File: src/rtl/fd_decode_reg.sv
// fd_decode_reg: fetch/decode pipeline register with valid/ready handshake.
// Decodes register selects and class flags; raw fields are latched verbatim.
`default_nettype none

module fd_decode_reg #(
  parameter int PC_W = 12
) (
  input  logic            clock,
  input  logic            reset,
  input  logic            flush,
  input  logic            in_valid,
  output logic            in_ready,
  input  logic [31:0]     in_instr,
  input  logic [PC_W-1:0] in_pc,
  output logic            out_valid,
  input  logic            out_ready,
  output logic [PC_W-1:0] out_pc,
  output logic [4:0]      out_opcode,
  output logic [4:0]      out_shamt,
  output logic [4:0]      out_aluop,
  output logic [16:0]     out_imm17,
  output logic [26:0]     out_target,
  output logic [4:0]      out_readA,
  output logic [4:0]      out_readB,
  output logic [4:0]      out_writeReg,
  output logic            out_we,
  output logic            out_is_rtype,
  output logic            out_is_imm,
  output logic            out_is_branch,
  output logic            out_is_jump,
  output logic            out_is_illegal
);

  localparam logic [4:0] c_OP_RTYPE = 5'b00000;
  localparam logic [4:0] c_OP_J     = 5'b00001;
  localparam logic [4:0] c_OP_BNE   = 5'b00010;
  localparam logic [4:0] c_OP_JAL   = 5'b00011;
  localparam logic [4:0] c_OP_JR    = 5'b00100;
  localparam logic [4:0] c_OP_ADDI  = 5'b00101;
  localparam logic [4:0] c_OP_BLT   = 5'b00110;
  localparam logic [4:0] c_OP_SW    = 5'b00111;
  localparam logic [4:0] c_OP_LW    = 5'b01000;
  localparam logic [4:0] c_OP_SETX  = 5'b10101;
  localparam logic [4:0] c_OP_BEX   = 5'b10110;
  localparam logic [4:0] c_REG_RA   = 5'd31;
  localparam logic [4:0] c_REG_RSTATUS = 5'd30;

  logic [4:0] w_op, w_rd, w_rs, w_rt;
  logic       w_load;

  logic            valid_q, valid_d;
  logic [31:0]     instr_q;
  logic [PC_W-1:0] pc_q;
  logic [4:0]      ra_q, ra_d, rb_q, rb_d, wr_q, wr_d;
  logic            we_q, we_d, rtype_q, rtype_d, imm_q, imm_d;
  logic            br_q, br_d, jmp_q, jmp_d, ill_q, ill_d;

  assign w_op = in_instr[31:27];
  assign w_rd = in_instr[26:22];
  assign w_rs = in_instr[21:17];
  assign w_rt = in_instr[16:12];

  always_comb begin
    ra_d    = '0;
    rb_d    = '0;
    wr_d    = '0;
    we_d    = 1'b0;
    rtype_d = 1'b0;
    imm_d   = 1'b0;
    br_d    = 1'b0;
    jmp_d   = 1'b0;
    ill_d   = 1'b0;
    case (w_op)
      c_OP_RTYPE: begin
        ra_d = w_rs; rb_d = w_rt; wr_d = w_rd; we_d = 1'b1; rtype_d = 1'b1;
      end
      c_OP_ADDI, c_OP_LW: begin
        ra_d = w_rs; wr_d = w_rd; we_d = 1'b1; imm_d = 1'b1;
      end
      c_OP_SW: begin
        ra_d = w_rs; rb_d = w_rd; imm_d = 1'b1;
      end
      // Branches compare rd against rs, hence the swapped read ports.
      c_OP_BNE, c_OP_BLT: begin
        ra_d = w_rd; rb_d = w_rs; br_d = 1'b1; imm_d = 1'b1;
      end
      c_OP_J:    jmp_d = 1'b1;
      c_OP_JAL: begin
        wr_d = c_REG_RA; we_d = 1'b1; jmp_d = 1'b1;
      end
      c_OP_JR: begin
        ra_d = w_rd; jmp_d = 1'b1;
      end
      c_OP_BEX: begin
        ra_d = c_REG_RSTATUS; br_d = 1'b1;
      end
      c_OP_SETX: begin
        wr_d = c_REG_RSTATUS; we_d = 1'b1;
      end
      default:   ill_d = 1'b1;
    endcase
  end

  assign in_ready = !flush && (!valid_q || out_ready);
  assign w_load   = in_valid && in_ready;

  // Flush already blocks w_load through in_ready, so it only needs to clear valid.
  always_comb begin
    if (flush)          valid_d = 1'b0;
    else if (w_load)    valid_d = 1'b1;
    else if (out_ready) valid_d = 1'b0;
    else                valid_d = valid_q;
  end

  always_ff @(posedge clock or posedge reset) begin
    if (reset) begin
      valid_q <= 1'b0;
      instr_q <= '0;
      pc_q    <= '0;
      ra_q    <= '0;
      rb_q    <= '0;
      wr_q    <= '0;
      we_q    <= 1'b0;
      rtype_q <= 1'b0;
      imm_q   <= 1'b0;
      br_q    <= 1'b0;
      jmp_q   <= 1'b0;
      ill_q   <= 1'b0;
    end else begin
      valid_q <= valid_d;
      if (w_load) begin
        instr_q <= in_instr;
        pc_q    <= in_pc;
        ra_q    <= ra_d;
        rb_q    <= rb_d;
        wr_q    <= wr_d;
        we_q    <= we_d;
        rtype_q <= rtype_d;
        imm_q   <= imm_d;
        br_q    <= br_d;
        jmp_q   <= jmp_d;
        ill_q   <= ill_d;
      end
    end
  end

  assign out_valid      = valid_q;
  assign out_pc         = pc_q;
  assign out_opcode     = instr_q[31:27];
  assign out_target     = instr_q[26:0];
  assign out_imm17      = instr_q[16:0];
  assign out_shamt      = instr_q[11:7];
  assign out_aluop      = instr_q[6:2];
  assign out_readA      = ra_q;
  assign out_readB      = rb_q;
  assign out_writeReg   = wr_q;
  assign out_we         = we_q;
  assign out_is_rtype   = rtype_q;
  assign out_is_imm     = imm_q;
  assign out_is_branch  = br_q;
  assign out_is_jump    = jmp_q;
  assign out_is_illegal = ill_q;

endmodule

`default_nettype wire

File: config.mk
export PLATFORM = sky130hd
export DESIGN_NAME = fd_decode_reg
export DESIGN_NICKNAME = d
export VERILOG_FILES = /design/src/rtl/fd_decode_reg.sv
export SDC_FILE = /design/constraint.sdc
export NUM_CORES = 1
export LEC_CHECK = 0
export CORE_MARGIN = 1.5
export CORE_UTILIZATION = 35
export CTS_CLUSTER_SIZE = 10
export DETAILED_ROUTE_END_ITERATION = 7
export DONT_BUFFER_PORTS = 1
export SETUP_SLACK_MARGIN = 0.5
export SLEW_MARGIN = 20
export SYNTH_ARGS = -nofsm -noshare
export SYNTH_HDL_FRONTEND = slang
export SYNTH_SLANG_ARGS = --single-unit
File: constraint.sdc
create_clock -name clock -period 7.1 [get_ports clock]
set_clock_uncertainty 0.15 [all_clocks]
set_input_delay 2.13 -clock clock [delete_from_list [all_inputs] [get_ports clock]]
set_output_delay 2.13 -clock clock [all_outputs]
set_load 0.005 [all_outputs]
==> results_dict.tcl <==
set metrics [dict create \
    worst_pin_slew_ps 889 \
    crit_path_cell_trace "nor2b_1, nor2_1" \
    vias 2216 \
    min_path_type "reg -> reg" \
    final-max-slew-violation-count 0 \
    rsz0062_at_grt "false" \
    crit_arrival_ps 2340 \
    placedInstanceArea_um2 2980 \
    drt_first_pass_iters 4 \
    num_rows 34 \
    worstPathRequired_ps 4820 \
    grt_pass1_vias 2169 \
    synthFlopType "dfrtp_1" \
    die_h_um 97.5 \
    synth_warnings 0 \
    fin_crit_sh 0.651 \
    ys_top_cells_by_count "nand2_1 (145), dfrtp_1 (66), buf_4 (28)" \
    cap_violations 0 \
    hold_viol_final 0 \
    layout-drive-gt1-share 0.0960 \
    grt_max_degree 77 \
    ys_ff_latch 66 \
    postSynthAreaPerCell_um2 8.89 \
    syn_nets 401 \
    wl_um 7410 \
    synth-seq-area-share 0.528 \
    leakagePower_uw 0.00161 \
    yosysMostFrequentCell "nand2_1" \
    cts_buffers 9 \
    die_x_um 97.5 \
    worst_setup_path_start_kind "primary input" \
    synth.distinct_cells 39 \
    max_stage_delay_ps 130 \
    synth_edf_count 0 \
    async_flop_share 1.00 \
    synth_area_leaders "dfrtp_1 (53%), nand2_1 (17%), buf_4 (6.7%), o21ai_0 (2.6%), mux2i_1 (1.6%)" \
    diodes 0 \
    end_kind "primary output" \
    cpMaxStageDelayCell "nor2b_1" \
    drtIter0Drc 92 \
    fin_nets 367 \
    crit_fanout 2 \
    clk_path_buf_depth 2 \
    netlist_area_um2 3130 \
    synth_cells 352 \
    timing.fmax_mhz 217 \
    vias_per_cell 5.14 \
    cts_resized 0 \
    cts_tree "done" \
    cpLargestDelayFamily "simple AND/OR/NAND/NOR gates" \
    stdcell_area_um2 3220 \
    cts.sinks 66 \
    cts_hold_buf 0 \
    period_minus_slack_ps 4620 \
    max_slew_margin 0.407 \
    htreeDepth 3 \
    antenna_found_initial 0 \
    syn2layout_area_growth_pct 2.88 \
    finalSetupViolCount 0 \
    synth_top_cell_by_area "dfrtp_1" \
    ioPinCount 143 \
    drc_errors 0 \
    power_density_nw_per_um2 287 \
    ant_nets 0 \
    crit_type "in -> out" \
    die-area_um2 9510 \
    grt_overflow 0 \
    grt_pass1_wl_um 11800 \
    synth_top_area_frac 0.528 \
    cts_setup_buffers 0 \
    grt_use_total 0.159 \
    p_total_uw 923 \
    start_util 0.360 \
    cts-root-buf "clkbuf_8" \
    ir_drop_mv 0.124 \
    core_um2 8680 \
    wl_per_cell_um 17.2 \
    hpwlAfterDp_um 5110 \
    clkTransAtPathRegs_ps 70 \
    timing.setup.tns_ps 0 \
    status "finished clean" \
    holdWs_ps 353 \
    critPathBufInv 0 \
    clk-insertion-delay-late_ps 340 \
    gp_congestion 0.790 \
    place.port_buffers 0 \
]
## power breakdown
part | internal (uW) | switching, uW | total, uW
Sequential | 423 | 48.7 | 472
Combinational | 30.2 | 49.5 | 79.8
Clock | 226 | 145 | 371
Total | 679 | 243 | 923
## per-layer routing
layer	global-route usage	wire length, um
met1	0.187	3030
met2	0.241	3420
met3	0.0806	808
met4	0.0725	151
met5	0	0
## worst paths after layout
kind,to,slack (ps),cells after the start,start
worst max-delay path,in_ready,2480,2,out_ready
worst min-delay path,out_pc[7],350,2,out_pc[7]
worst max register to register,out_is_illegal,5080,4,out_valid
worst min register to register,out_pc[7],350,2,out_pc[7]
max in group asynchronous,instr_q[22],4340,2,reset
min in group asynchronous,instr_q[4],1520,1,reset
## layout make-up
class	instances	area, um2
flip-flops and latches	66	1650
fillers	879	5460
well taps	108	135
inverters	5	23.8
clock buffers	12	165
clock inverters	4	72.6
repair buffers	2	15.0
multi-input cells	234	1150
## sequential cells by signal (all words and copies together), names as in the netlist
name / cells
out_readA: 5
instr_q: 32
out_is_rtype: 1
out_readB: 5
out_is_illegal: 1
out_we: 1
out_pc: 12
out_writeReg: 5
out_is_imm: 1
out_valid: 1
out_is_jump: 1
out_is_branch: 1
## layout by cell type, fill, tap and decap left out, types with 3 or more instances in the layout
cell,count
a21oi_1,8
dfrtp_1,66
mux2i_1,5
a221o_1,4
o21ai_0,16
mux2_2,4
a221oi_1,5
inv_1,3
and3_1,5
nand2_1,145
clkbuf_8,12
nor2_1,11
nor2b_1,4
## cells by family (layout without fill, tap and decap cells)
kind of cell	after synthesis	count (layout)	share of synthesized area
AO/OA/AOI/OAI	45	45	0.0960
buffers and inverters	52	23	0.105
multiplexers	9	9	0.0304
adder cells (fa/ha/maj)	1	1	0.00320
AND/OR/NAND/NOR	179	179	0.238
flip-flops	66	66	0.528
## per-stage QoR
step	util	cells	worst slack, ps
final	0.371	431	2480
after detailed placement	0.343	415	2480
after global placement	0.343	415	2490
after global routing	0.371	431	2440
after floorplan	-	352	2510
after CTS	0.371	431	2480
Power figures use the tool's default switching activity.
